$ cat src/rtl/mc14500_sys_p.sv
// MC14500-compatible 1-bit control computer: ICU, bit-serial SRAM port,
// scratch bit file, output latches and a circular return-address stack.
module mc14500_sys_p #(
    parameter int unsigned PC_W        = 17,
    parameter int unsigned STACK_DEPTH = 4,
    parameter int unsigned MEM_AW      = 8,
    parameter int unsigned MEM_DW      = 8
) (
    input  logic              i_clk,
    input  logic              rst,
    input  logic [7:0]        io_in,
    input  logic              sdi,
    input  logic [MEM_DW-1:0] sram_out,
    output logic [PC_W-1:0]   pc,
    output logic              phase,
    output logic              rr,
    output logic              flag_o,
    output logic              flag_f,
    output logic [MEM_AW-1:0] sram_addr,
    output logic [MEM_DW-1:0] sram_wdata,
    output logic              sram_we,
    output logic              sclk,
    output logic              sdo,
    output logic              out_1,
    output logic              out_2
);

    localparam int unsigned CNT_W = $clog2(STACK_DEPTH + 1);

    typedef enum logic [3:0] {
        OP_NOPO = 4'h0, OP_LD   = 4'h1, OP_LDC  = 4'h2, OP_AND  = 4'h3,
        OP_ANDC = 4'h4, OP_OR   = 4'h5, OP_ORC  = 4'h6, OP_XNOR = 4'h7,
        OP_STO  = 4'h8, OP_STOC = 4'h9, OP_IEN  = 4'hA, OP_OEN  = 4'hB,
        OP_JMP  = 4'hC, OP_RTN  = 4'hD, OP_SKZ  = 4'hE, OP_NOPF = 4'hF
    } op_e;

    logic              ien;
    logic              oen;
    logic              skip;
    logic              err;
    logic [MEM_AW-1:0] mar;
    logic [MEM_DW-1:0] dob;
    logic [MEM_DW-1:0] dia;
    logic [PC_W-1:0]   dest;
    logic [7:0]        scratch;
    logic [PC_W-1:0]   stk [STACK_DEPTH];
    logic [CNT_W-1:0]  cnt;

    op_e               op;
    logic [3:0]        addr;
    logic              din;
    logic              data;
    logic              wbit;
    logic              active;
    logic              stk_empty;
    logic              stk_full;
    logic [PC_W-1:0]   pc_inc;

    assign op        = op_e'(io_in[3:0]);
    assign addr      = io_in[7:4];
    assign data      = din & ien;
    assign wbit      = (op == OP_STOC) ? ~rr : rr;
    assign active    = phase & ~skip & ~rst;
    assign stk_empty = (cnt == CNT_W'(0));
    assign stk_full  = (cnt == CNT_W'(STACK_DEPTH));
    assign pc_inc    = pc + PC_W'(1);

    // Execute-phase strobes are decoded straight from the instruction bus.
    assign flag_o  = active & (op == OP_NOPO);
    assign flag_f  = active & (op == OP_NOPF);
    assign sram_we = active & (op == OP_NOPF);

    assign sram_wdata = dob;
    assign sclk       = scratch[6];
    assign sdo        = scratch[7];

    // mar shifts in LSB-first, so the address pins see it bit-reversed.
    for (genvar g = 0; g < MEM_AW; g++) begin : g_rev
        assign sram_addr[g] = mar[MEM_AW-1-g];
    end

    // Input read map.
    always_comb begin
        din = 1'b0;
        case (addr)
            4'd0:    din = 1'b1;
            4'd1:    din = sdi;
            4'd2:    din = dia[MEM_DW-1];
            4'd3:    din = 1'b0;
            4'd4:    din = out_1;
            4'd5:    din = out_2;
            4'd6:    din = stk_empty;
            4'd7:    din = err;
            default: din = scratch[addr[2:0]];
        endcase
    end

    always_ff @(posedge i_clk) begin
        if (rst) begin
            pc      <= '0;
            phase   <= 1'b0;
            rr      <= 1'b0;
            ien     <= 1'b0;
            oen     <= 1'b0;
            skip    <= 1'b0;
            err     <= 1'b0;
            mar     <= '0;
            dob     <= '0;
            dia     <= '0;
            dest    <= '0;
            scratch <= '0;
            cnt     <= '0;
            out_1   <= 1'b1;
            out_2   <= 1'b1;
            for (int i = 0; i < int'(STACK_DEPTH); i++) begin
                stk[i] <= '0;
            end
        end else begin
            phase <= ~phase;
            if (phase) begin
                pc <= pc_inc;
                if (skip) begin
                    skip <= 1'b0;
                end else begin
                    case (op)
                        OP_NOPO: if (addr == 4'd1) dia <= sram_out;
                        OP_LD:   rr <= data;
                        OP_LDC:  rr <= ~data;
                        OP_AND:  rr <= rr & data;
                        OP_ANDC: rr <= rr & ~data;
                        OP_OR:   rr <= rr | data;
                        OP_ORC:  rr <= rr | ~data;
                        OP_XNOR: rr <= ~(rr ^ data);
                        OP_STO, OP_STOC: begin
                            if (oen) begin
                                case (addr)
                                    4'd0: dest  <= (dest << 1) | PC_W'(wbit);
                                    4'd1: mar   <= (mar << 1) | MEM_AW'(wbit);
                                    4'd2: dob   <= (dob << 1) | MEM_DW'(wbit);
                                    4'd4: out_1 <= wbit;
                                    4'd5: out_2 <= wbit;
                                    default: if (addr[3]) scratch[addr[2:0]] <= wbit;
                                endcase
                            end
                        end
                        OP_IEN: ien <= din;
                        OP_OEN: oen <= din;
                        OP_JMP: begin
                            pc <= dest;
                            // Call: newest entry at stk[0]; a full stack drops its oldest.
                            if (addr == 4'd1) begin
                                for (int i = int'(STACK_DEPTH) - 1; i > 0; i--) begin
                                    stk[i] <= stk[i-1];
                                end
                                stk[0] <= pc_inc;
                                if (stk_full) err <= 1'b1;
                                else          cnt <= cnt + CNT_W'(1);
                            end
                        end
                        OP_RTN: begin
                            mar <= '0;
                            if (stk_empty) begin
                                err <= 1'b1;
                            end else begin
                                pc <= stk[0];
                                for (int i = 0; i < int'(STACK_DEPTH) - 1; i++) begin
                                    stk[i] <= stk[i+1];
                                end
                                cnt <= cnt - CNT_W'(1);
                            end
                        end
                        OP_SKZ: if (!rr) skip <= 1'b1;
                        default: ;
                    endcase
                    if ((op >= OP_LD) && (op <= OP_XNOR) && (addr == 4'd2)) begin
                        dia <= dia << 1;
                    end
                end
            end
        end
    end

endmodule

$ cat config.mk
export PLATFORM = sky130hd
export DESIGN_NAME = mc14500_sys_p
export DESIGN_NICKNAME = d
export VERILOG_FILES = /design/src/rtl/mc14500_sys_p.sv
export SDC_FILE = /design/constraint.sdc
export NUM_CORES = 1
export LEC_CHECK = 0
export BUFFER_PORTS_ARGS = -buffer_cell sky130_fd_sc_hd__buf_2
export CAP_MARGIN = 20
export CORE_UTILIZATION = 59
export DETAILED_ROUTE_END_ITERATION = 6
export GPL_TIMING_DRIVEN = 0
export PLACE_DENSITY = 0.79
export SYNTH_ARGS = -nofsm -noshare
export SYNTH_HDL_FRONTEND = slang
export SYNTH_SLANG_ARGS = --single-unit
$ cat constraint.sdc
create_clock -name i_clk -period 4.17 [get_ports i_clk]
set_clock_uncertainty 0.1 [all_clocks]
set_input_delay 0.417 -clock i_clk [delete_from_list [all_inputs] [get_ports i_clk]]
set_output_delay 0.417 -clock i_clk [all_outputs]
set_load 0.02 [all_outputs]
==> flow_summary.toml <==
[detailed_routing]
via_count = 5681
route.detailed.drc = 0
antenna_left = 0
detail_route.iter0.violations = 653
routed_via_density = 6.49
post_drt_wl_per_cell_um = 20.9
dr.pass1.iters = 5
wirelength_mm = 18.3

[timing]
worst_slew_pin_slew_ns = 0.850
relSlewSlack = 0.433
slew_viol_final = 0
rsz0062_at_grt = "false"
fin_crit_ns = 3.01
finalCritPeriodShare = 0.722
fmax_mhz = 332
finalHoldViolations = 0
finalSetupViolations = 0

[setup_path]
critPathMostFrequentCell = "buf_2"
slowest_delay_ns = 0.71
ff2ff_path_depth = 6
crit_buf_inv = 2
worst_ep_required_time_ns = 4.12
r2r_setup_slack_ns = 1.16
cp_cell_sequence = "buf_2, nor2b_1, buf_2, nand3_1, o21bai_2, a21o_1"
slowest_stage = "a21o_1"
path_max_fanout = 17
worstReg2RegEnd = "stk[0][0]"
critPathKind = "register to register"
cp.arrival_ns = 2.97
rr_startpoint = "phase"
critPathCaptureType = "register"
path_delay_family = "compound AO/OA/AOI/OAI gates"
start_kind = "register"

[layout]
fillers = 800
synthToLayoutAreaGrowth_pct = 17.2
fin_area_mm2 = 0.00798
diodes = 0
final_cell_mix = "nor2_1, buf_2, dfxtp_1"
num-nets-final = 743
layout_commonest_cell = "nor2_1"
drive_above_1_share = 0.189

[global_route]
grt_max_degree = 24
grt_pass1_wl_mm = 28.8
grt_pass1_vias = 5523
gr-total-overflow = 0
track_usage = 0.328
antenna_found_initial = 0

[pwr]
p_per_area_mw_per_mm2 = 426
leakagePower_nw = 3.14
ir_drop_uv = 478
total_power_w = 0.00340

[cts]
clk_pin_slew_ns = 0.06
clk_latency_ns = 0.43
cts_setup_buffers = 0
ctsLongestPathBuffers = 2
cts_made_buffers = 17
cts_root_buffer = "clkbuf_16"
cts_sinks = 145
cts_tree = "yes"
ctsHoldBuffers = 0
h-tree-depth = 4
cts_resized = 0

[synth]
ys_seq_area_frac = 0.526
synth_fp_nets = 663
postSynthCellCount = 642
async_flop_share = 0
syn_avg_cell_area_um2 = 10.6
synth_top_flop_cell = "dfxtp_1"
ys_types = 68
netlist_area_mm2 = 0.00681
yosys_register_bits = 145
synth_edf_count = 68
yosysWarnings = 0

[worst_hold_path]
hold_start = "sram_out[0]"
worstHoldEndpoint = "dia[0]"
worstHoldPathCells = 3
min-delay-path-class = "input port to register"

[floorplan]
core_area_mm2 = 0.0110
fp.dieW_um = 109
io_pins = 61
core.rowCount = 38
die_h_um = 109
start_util = 0.617
dieArea_mm2 = 0.0120

[place]
port_buffers = 59
gp_congestion = 0.967
place_hpwl_mm = 12.6
dpl_cell_area_mm2 = 0.00732

[run_status]
status = "finished clean"

[flow_run]
cap_violations = 0
layer usage:
layer / wire (µm) / up-vias / part of all wire / GRT usage
met5: 0 / - / 0 / 0
met4: 391 / 0 / 0.021 / 0.123
li1: - / 2568 / - / -
met3: 1670 / 40 / 0.091 / 0.0753
met1: 7630 / 2765 / 0.42 / 0.444
met2: 8620 / 308 / 0.47 / 0.514
worst max-delay path by stage:
stage               slack (ns)  start   endpoint  cells past startpoint
floorplan                 0.89  phase  stk[1][0]                      6
global placement         -0.14  phase  stk[1][4]                      6
detailed placement        1.24  phase  stk[1][4]                      7
CTS                       1.15  phase  stk[2][3]                      7
global route              1.02  phase  stk[2][4]                      7
finish                    1.16  phase  stk[0][0]                      6
cells in the mapped netlist, types with 5 or more instances:
cell	n	area, µm²
a211oi_1	9	67.6
a32oi_1	6	52.6
a221oi_1	5	43.8
dfxtp_1	77	1540
xnor2_1	9	78.8
nand2b_1	5	31.3
xor2_1	9	78.8
a22o_1	51	447
o21ai_0	22	110
clkbuf_1	20	75.1
nand2_1	33	124
edfxtp_1	68	2040
buf_2	22	110
a21oi_1	15	75.1
and2_1	18	113
nand3_1	8	40.0
inv_1	8	30.0
mux2i_1	37	370
or3_1	9	56.3
nor3_1	26	130
nor2b_1	5	31.3
nor2_1	82	308
nand4_1	6	37.5
a22oi_1	16	120
cell families after synthesis:
kind of cell               Yosys count  synth area share
adders and majority gates            2           0.00478
DFF                                145             0.526
xor gates and xnor gates            18            0.0232
muxes                               39            0.0610
AOI/OAI and AO/OA                  151             0.169
buffers and inverters               58            0.0399
and+or+nand+nor                    229             0.175
sequential cells by signal, summed over array words and instances, names as in the netlist:
register	flops
cnt	3
dest	17
dia	8
err	1
ien	1
mar	8
oen	1
out_1	1
out_2	1
pc	17
phase	1
rr	1
scratch	8
skip	1
sram_wdata	8
stk	68
worst register-to-register path, cell delays in order, from the launching register on:
cell	delay, ns
dfxtp_1	0.33
buf_2	0.22
nor2b_1	0.20
buf_2	0.28
nand3_1	0.23
o21bai_2	0.57
a21o_1	0.72
where the power goes:
part           internal [W]  total, W  switching, W
clock               0.00107   0.00168      0.000614
sequential          0.00152   0.00154     0.0000261
combinational     0.0000525  0.000171      0.000119
through the flow:
stage	TNS (ns)	utilization	hold WS [ns]	cells	setup WS, ns
floorplan	0	-	0.332	642	0.888
detailed placement	0	0.664	0.359	843	1.24
global route	0	0.723	0.149	875	1.02
CTS	0	0.723	0.132	875	1.15
finish	0	0.723	0.139	875	1.16
global placement	-4.53	0.660	0.358	841	-0.138
cell type report:
class / count / area (µm²) / area share
clock inverters: 10 / 139 / 0.0174
inverters: 9 / 33.8 / 0.00423
flip-flops and latches: 145 / 3580 / 0.449
well taps: 140 / 175 / 0.0220
clock buffers: 22 / 518 / 0.0649
multi-input cells: 439 / 2960 / 0.370
repair buffers: 61 / 338 / 0.0423
plain buffers: 49 / 238 / 0.0298
Power figures use the tool's default switching activity.
